<file path="src/rtl/ifetch_unit_if.sv">
// Instruction-memory bus between the fetch stage (master) and instruction memory (slave).
// A request issues when imem_req && imem_ack; words return in issue order on imem_rvalid.
interface ifetch_unit_if;
    logic        imem_req;
    logic [31:0] imem_addr;
    logic        imem_ack;
    logic        imem_rvalid;
    logic [31:0] imem_rdata;

    modport master (output imem_req, imem_addr, input imem_ack, imem_rvalid, imem_rdata);
    modport slave  (input imem_req, imem_addr, output imem_ack, imem_rvalid, imem_rdata);
endinterface

</file>
<file path="src/rtl/ifetch_unit.sv">
// Instruction-fetch stage: holds the PC, issues credit-limited in-order fetches, buffers
// returned words and presents {pco, insto} to decode; redirects discard stale replies.
module ifetch_unit #(
    parameter logic [31:0] RESET_PC = 32'h0,
    parameter logic [31:0] PC_STEP  = 32'd1,
    parameter int          FB_DEPTH = 2
) (
    input  logic          clk,
    input  logic          rst_n,
    input  logic          stall,
    input  logic          redirect,
    input  logic [31:0]   redirect_pc,
    ifetch_unit_if.master imem,
    output logic [31:0]   pco,
    output logic [31:0]   insto,
    output logic          valid_o
);
    localparam int PW = (FB_DEPTH > 1) ? $clog2(FB_DEPTH) : 1;
    localparam int CW = PW + 1;
    localparam int SW = CW + 2;

    logic [31:0]   fetch_pc;
    logic [31:0]   pend_pc  [FB_DEPTH];
    logic [31:0]   buf_pc   [FB_DEPTH];
    logic [31:0]   buf_inst [FB_DEPTH];
    logic [PW-1:0] pend_rd, pend_wr, buf_rd, buf_wr;
    logic [CW-1:0] pend_cnt, drop_cnt, buf_cnt;
    logic [SW-1:0] in_use;
    logic          issue, rsp_drop, rsp_acc, rsp_any, load, buf_pop, buf_push;
    logic [31:0]   rsp_pc;

    // Credit covers every request still owed a reply (including ones to be dropped) plus buffered words.
    assign in_use         = SW'(pend_cnt) + SW'(drop_cnt) + SW'(buf_cnt);
    assign imem.imem_req  = rst_n && !redirect && (in_use < SW'(FB_DEPTH));
    assign imem.imem_addr = fetch_pc;

    assign issue    = imem.imem_req && imem.imem_ack;
    assign rsp_drop = imem.imem_rvalid && (drop_cnt != '0);
    assign rsp_acc  = imem.imem_rvalid && (drop_cnt == '0) && (pend_cnt != '0);
    assign rsp_any  = rsp_drop || rsp_acc;
    assign rsp_pc   = pend_pc[pend_rd];
    assign load     = !valid_o || !stall;
    assign buf_pop  = load && (buf_cnt != '0);
    assign buf_push = rsp_acc && !(load && (buf_cnt == '0));

    // Queue storage needs no reset: the pointers and counts alone define what is valid.
    always_ff @(posedge clk) begin
        if (issue) begin
            pend_pc[pend_wr] <= fetch_pc;
        end
        if (buf_push) begin
            buf_pc[buf_wr]   <= rsp_pc;
            buf_inst[buf_wr] <= imem.imem_rdata;
        end
    end

    always_ff @(posedge clk or negedge rst_n) begin
        if (!rst_n) begin
            fetch_pc <= RESET_PC;
            pend_rd  <= '0;
            pend_wr  <= '0;
            pend_cnt <= '0;
            drop_cnt <= '0;
            buf_rd   <= '0;
            buf_wr   <= '0;
            buf_cnt  <= '0;
            valid_o  <= 1'b0;
            pco      <= 32'h0;
            insto    <= 32'h0;
        end else if (redirect) begin
            // Replies still owed become drops; one arriving this cycle is itself discarded.
            fetch_pc <= redirect_pc;
            pend_rd  <= '0;
            pend_wr  <= '0;
            pend_cnt <= '0;
            drop_cnt <= pend_cnt + drop_cnt - CW'(rsp_any);
            buf_rd   <= '0;
            buf_wr   <= '0;
            buf_cnt  <= '0;
            valid_o  <= 1'b0;
            insto    <= 32'h0;
        end else begin
            if (issue) begin
                pend_wr  <= pend_wr + PW'(1);
                fetch_pc <= fetch_pc + PC_STEP;
            end
            if (rsp_acc) begin
                pend_rd <= pend_rd + PW'(1);
            end
            pend_cnt <= pend_cnt + CW'(issue) - CW'(rsp_acc);
            drop_cnt <= drop_cnt - CW'(rsp_drop);
            if (buf_push) begin
                buf_wr <= buf_wr + PW'(1);
            end
            if (buf_pop) begin
                buf_rd <= buf_rd + PW'(1);
            end
            buf_cnt <= buf_cnt + CW'(buf_push) - CW'(buf_pop);
            // Buffered words go first so a bypassed reply can never overtake older ones.
            if (load) begin
                if (buf_cnt != '0) begin
                    pco     <= buf_pc[buf_rd];
                    insto   <= buf_inst[buf_rd];
                    valid_o <= 1'b1;
                end else if (rsp_acc) begin
                    pco     <= rsp_pc;
                    insto   <= imem.imem_rdata;
                    valid_o <= 1'b1;
                end else begin
                    insto   <= 32'h0;
                    valid_o <= 1'b0;
                end
            end
        end
    end

    // Memory must never answer a request that was never issued.
    assert property (@(posedge clk) disable iff (!rst_n)
        imem.imem_rvalid |-> (pend_cnt != '0 || drop_cnt != '0));

endmodule

</file>
<file path="src/flat_wrapper.sv">
// flat-port wrapper written by rule: the top's interface ports become plain ports
module ifetch_unit_flat 
#(
    parameter logic [31:0] RESET_PC = 32'h0,
    parameter logic [31:0] PC_STEP  = 32'd1,
    parameter int          FB_DEPTH = 2
)
  (clk, rst_n, stall, redirect, redirect_pc, pco, insto, valid_o, imem_imem_req, imem_imem_addr, imem_imem_ack, imem_imem_rvalid, imem_imem_rdata);
  ifetch_unit_if imem_i ();
  input  logic clk;
  input  logic rst_n;
  input  logic stall;
  input  logic redirect;
  input  logic [31:0] redirect_pc;
  output logic [31:0] pco;
  output logic [31:0] insto;
  output logic valid_o;
  output wire logic [$bits(imem_i.imem_req)-1:0] imem_imem_req;
  output wire logic [$bits(imem_i.imem_addr)-1:0] imem_imem_addr;
  input wire logic [$bits(imem_i.imem_ack)-1:0] imem_imem_ack;
  input wire logic [$bits(imem_i.imem_rvalid)-1:0] imem_imem_rvalid;
  input wire logic [$bits(imem_i.imem_rdata)-1:0] imem_imem_rdata;
  assign imem_imem_req = imem_i.imem_req;
  assign imem_imem_addr = imem_i.imem_addr;
  assign imem_i.imem_ack = imem_imem_ack;
  assign imem_i.imem_rvalid = imem_imem_rvalid;
  assign imem_i.imem_rdata = imem_imem_rdata;
  ifetch_unit #(.RESET_PC(RESET_PC), .PC_STEP(PC_STEP), .FB_DEPTH(FB_DEPTH)) u_core (.clk(clk), .rst_n(rst_n), .stall(stall), .redirect(redirect), .redirect_pc(redirect_pc), .imem(imem_i), .pco(pco), .insto(insto), .valid_o(valid_o));
endmodule
</file>
<file path="config.mk">
export PLATFORM = sky130hd
export DESIGN_NAME = ifetch_unit_flat
export DESIGN_NICKNAME = d
export VERILOG_FILES = /design/src/rtl/ifetch_unit_if.sv /design/src/rtl/ifetch_unit.sv /design/src/flat_wrapper.sv
export SDC_FILE = /design/constraint.sdc
export NUM_CORES = 1
export LEC_CHECK = 0
export ABC_AREA = 0
export CAP_MARGIN = 20
export CORE_MARGIN = 1.5
export CORE_UTILIZATION = 50
export DETAILED_ROUTE_END_ITERATION = 8
export PLACE_DENSITY_LB_ADDON = 0.2
export SYNTH_ARGS = -nofsm -noshare
export SYNTH_HDL_FRONTEND = slang
export SYNTH_SLANG_ARGS = --single-unit
</file>
<file path="constraint.sdc">
create_clock -name clk -period 4.6 [get_ports clk]
set_clock_uncertainty 0.05 [all_clocks]
set_input_delay 0.92 -clock clk [delete_from_list [all_inputs] [get_ports clk]]
set_output_delay 0.92 -clock clk [all_outputs]
set_load 0.05 [all_outputs]
</file>
# After elaboration in Yosys (flattened, before gate mapping)
# Memories as Yosys holds them, arrays and structs flattened.
# Cells that the tools add are included.
# op_classes
n_addsub	14
order_cmp	1
n_mux	27
bitwise	1
n_reduce_logical	27
# op_table
operator	count
32-bit 2-to-1 mux	8
32-bit by 1-bit adder with 32-bit output, second input constant	1
2-bit nonzero test	9
1-bit 2-to-1 mux	16
1-bit logical AND	9
2-bit by 1-bit subtractor with 2-bit output	4
2-bit 2-to-1 mux	3
1-bit adder, second input constant	4
2-bit by 1-bit adder with 2-bit output	2
4-bit by 2-bit adder with 4-bit output	1
1-bit zero test	4
2-bit zero test	2
4-bit by 2-bit less-than comparator with 1-bit output, second input constant	1
2-bit by 2-bit adder with 3-bit output	1
3-bit AND reduction	1
2-bit adder	1
1-bit logical OR	2
1-bit NOT	1
# totals
reg_bits	107
ram_bits	192
input_bits	70
output_inout_bits	98
word_cells	84
mem_count	3
# memory_table
memory	words	word_bits	read_ports	rd_ports_with_merged_regs	wr	line	text
u_core.buf_inst	2	32	1	0	1	ifetch_unit.sv:25	logic [31:0] buf_inst [FB_DEPTH];
u_core.buf_pc	2	32	1	0	1	ifetch_unit.sv:24	logic [31:0] buf_pc [FB_DEPTH];
u_core.pend_pc	2	32	1	0	1	ifetch_unit.sv:23	logic [31:0] pend_pc [FB_DEPTH];

# Logic depth before layout (Yosys ltp)
# Gate-level depths: netlist of run 1.
# logic_depth
depth_word	8
mapped_depth	13
ltp_nobuf	11

# Least setup slack after synthesis of run 1
# OpenSTA, ideal clock, no wires.
# synth_path
kind	input-to-reg
startpoint	in imem_imem_rvalid
endpoint	mem u_core.buf_inst[0][0] (enable)
arrival_ns	4.492
slack_ns	-0.436
path_stages	4
path_buffers	0
cell_sequence	o21ai_1 or3_1 a21oi_1 nor2b_1
# synth_via
elab_chain_cells	5
# synth_rtl
element	line	text
start: declaration	flat_wrapper.sv:21	input wire logic [$bits(imem_i.imem_rvalid)-1:0] imem_imem_rvalid;
1-bit logical AND (2 in a row)	ifetch_unit.sv:39	assign rsp_acc = imem.imem_rvalid && (drop_cnt == '0) && (pend_cnt != '0);
1-bit logical AND	ifetch_unit.sv:44	assign buf_push = rsp_acc && !(load && (buf_cnt == '0));
1-bit 2-to-1 mux	ifetch_unit.sv:51	if (buf_push) begin
1-bit 2-to-1 mux (implied by the code)	ifetch_unit.sv:53	buf_inst[buf_wr] <= imem.imem_rdata;
end: declaration	ifetch_unit.sv:25	
# No other way between the ends.

# Worst setup path in the final report of run 1
# layout_path
startpoint	reg u_core.drop_cnt[0]
endpoint	out imem_imem_req
# layout_via
elab_chain_cells	4
# layout_rtl
element	line	text
start: declaration	ifetch_unit.sv:27	logic [CW-1:0] pend_cnt, drop_cnt, buf_cnt;
start signal: assignment	ifetch_unit.sv:76	drop_cnt <= pend_cnt + drop_cnt - CW'(rsp_any);
start signal: assignment	ifetch_unit.sv:91	drop_cnt <= drop_cnt - CW'(rsp_drop);
2-bit by 2-bit adder with 3-bit output	ifetch_unit.sv:33	assign in_use = SW'(pend_cnt) + SW'(drop_cnt) + SW'(buf_cnt);
4-bit by 2-bit adder with 4-bit output	ifetch_unit.sv:33	
4-bit by 2-bit less-than comparator with 1-bit output	ifetch_unit.sv:34	assign imem.imem_req = rst_n && !redirect && (in_use < SW'(FB_DEPTH));
1-bit logical AND	ifetch_unit.sv:34	
end: declaration	flat_wrapper.sv:18	output wire logic [$bits(imem_i.imem_req)-1:0] imem_imem_req;
# No other way between the ends.

==> results of run 1 <==
[final cells by class]
class                   instances  area (um2)
well taps                     324         405
clock inverters                16         158
clock buffers                  40         830
fillers                      1862        8920
repair buffers                183        1810
multi-input cells             589        3740
flip-flops and latches        299        8450
inverters                      23        86.3
[worst max-delay path, cell delays in order, from the launching register on]
cell	delay, ns
dfrtp_1	0.42
ha_1	0.23
fa_1	0.51
inv_1	0.06
fa_1	0.42
a21o_2	0.27
and4_1	0.21
clkdlybuf4s50_1	0.70
[metal layers]
metal	up-vias	track usage	wire length (um)
li1	3865	-	-
met1	3840	0.298	12000
met2	281	0.315	11800
met3	37	0.0307	1640
met4	0	0.0577	460
met5	-	0	0
[registers in the layout, summed over array words and instances, names as in the netlist]
register,count
u_core.buf_cnt,2
u_core.buf_inst,64
u_core.buf_pc,64
u_core.buf_rd,1
u_core.buf_wr,1
u_core.drop_cnt,2
u_core.imem.imem_addr,32
u_core.insto,32
u_core.pco,32
u_core.pend_cnt,2
u_core.pend_pc,64
u_core.pend_rd,1
u_core.pend_wr,1
u_core.valid_o,1
[cells by family after synthesis]
group / count (synthesis) / share of synthesized area
DFF: 299 / 0.677
and+or+nand+nor: 262 / 0.0979
xor gates and xnor gates: 11 / 0.00773
AOI/OAI and AO/OA: 204 / 0.0950
buffers and inverters: 72 / 0.0252
adders and majority gates: 13 / 0.0143
muxes: 99 / 0.0827
[worst paths after layout]
check	slack [ns]	start	endpoint
max in group asynchronous	2.75	rst_n	u_core.buf_rd
setup reg to reg	0.96	u_core.drop_cnt[0]	u_core.pend_cnt[0]
setup / recovery	0.26	u_core.drop_cnt[0]	imem_imem_req
hold / removal	0.42	u_core.insto[2]	u_core.insto[2]
min in group asynchronous	0.47	rst_n	u_core.imem.imem_addr[1]
hold reg to reg	0.42	u_core.insto[2]	u_core.insto[2]
[power breakdown]
group / internal, mW / switching [mW] / leakage [nW] / total [mW]
registers: 3.23 / 0.318 / 3.10 / 3.55
clock network: 1.43 / 0.968 / 0.493 / 2.40
logic: 0.931 / 1.76 / 2.09 / 2.69
total: 5.59 / 3.05 / 5.68 / 8.64
[placed cells by master (no fill, tap or decap), drive strengths merged, types with 32 or more instances in the layout]
cell,instances
mux2i,67
mux2,32
nor2,86
clkbuf,40
clkdlybuf4s50,165
dfrtp,107
nand2,100
edfxtp,192
a21oi,77
o21ai,83
==> key figures, run 1 <==
Floorplanning
  • Core ar.: 24,400 um2
  • Initial Util: 0.511
  • # rows: 57
  • Die X: 161 um
  • Die ar.: ~26,000 um2
  • Io pins: between 150 and 200
  • Die height: approximately 160 um

Synth
  • Synth Net Count: roughly 1,000
  • Largest area contributor in the netlist: edfxtp_1
  • Count of different cell masters after synthesis: 54
  • Post-synth top area share: 0.462
  • Syn avg cell area: about 13 um2
  • Synthesized netlist cell count: 960
  • Synth cell count leaders: edfxtp_1, dfrtp_1, nand2_1, nor2_1, o21ai_0
  • Most frequent cell after synthesis: edfxtp_1
  • Top cells by area, synth: edfxtp_1, dfrtp_1, mux2i_1
  • Sequential element share of the synthesized area: 0.677
  • Synthesized flop and latch total: roughly 300
  • EDFF count, synth: 192
  • Ys async rst share: 0.358
  • Yosys warning total: 0
  • Cell area after synthesis: ~12,000 um2
  • Dominant synthesized flop cell: edfxtp_1

Place
  • Placed cell count: about 1,400
  • Placer Congestion: slightly below 0.9
  • I/O Buffers: 167
  • Dpl ws: 0.830 ns
  • Hpwl dp: ~17,000 um
  • Area after DPL: ~14,000 um2

Critical path
  • Worst EP arrival: between 3 and 4 ns
  • Worst Setup Path Type: reg2out
  • Crit. End Element: output port
  • R2R depth: 9
  • Crit Path Max Fanout: 8
  • CP startpoint kind: register
  • Req. time, crit path: between 3 and 4 ns

Timing
  • Setup TNS Final: 0 ns
  • Final hold violation count: 0
  • Rel. slew slack: 0.365
  • Minimum clock period: 4.34 ns
  • Max Slew Vio Count: 0
  • RSZ-0062 raised after global routing: false
  • Final Setup Violations: 0
  • FMAX: 231 MHz
  • Least-Margin Pin Slew: 0.942 ns
  • Fin crit share: 0.942
  • Hold_ws: 0.424 ns
  • Worst setup margin: 0.265 ns

Drt
  • Total Wirelength: 25,900 um
  • WL/cell: around 18 um
  • Routed Antenna Nets: 0
  • Detailed-route DRC error count: 0
  • Iteration-0 DRC Markers: 581
  • Pre-Repair DR Iteration Count: 5
  • Vias: roughly 8,000
  • Via density: 5.44

Clock tree
  • Setup Buffers After CTS: 0
  • TritonCTS Buffers: 30
  • # hold bufs at CTS: 0
  • Clock sinks: 299
  • H-Tree Depth: 1
  • CTS max path bufs: 3
  • Clock Latency Late Sink: 0.54 ns
  • Clk slew on worst S/H paths: about 0.06 ns
  • Root Buffer: clkbuf_16
  • CTS tree: done
  • Cts repair resizes: 0

Power
  • Pwr per Cell Area: between 500 and 600 nW/um2
  • Worst ir drop on vdd: 0.323 mV
  • Leakage: approximately 5.7 nW
  • Total power: between 8 and 9 mW

Global route
  • Pin count of the biggest net entering global routing: 70
  • Gr ovfl total: 0
  • Vias in the first global route: just under 8,000
  • Initial antenna violation count: 0
  • Tot GR Track Use: 0.202
  • First-pass GRT wire length: 41,900 um

Min path
  • Worst hold path stage count: 2
  • Worst hold path class: reg2reg

Run
  • Max cap viols: 0

Layout
  • N_diodes: 0
  • Area delta synth->final: 24.1%
  • Post-Route Utilization: 0.634
  • Layout Cells excl Fill: roughly 1,500
  • Layout cells sized above 1: 0.101
  • Fin area: about 15,000 um2
  • Final net count: 1,209

Outcome
  • Status: finished clean
Power figures use the tool's default switching activity.
==> run 2, diff against run 1 <==
HOLD_SLACK_MARGIN = 0.02   (was not set)
==> results of run 2 <==
Same layout as run 1: the final DEF is identical, and so are final timing and power.
==> run 3, diff against run 2 <==
TNS_END_PERCENT = 100   (was not set)
==> results of run 3 <==
Same layout as run 1: the final DEF is identical, and so are final timing and power.
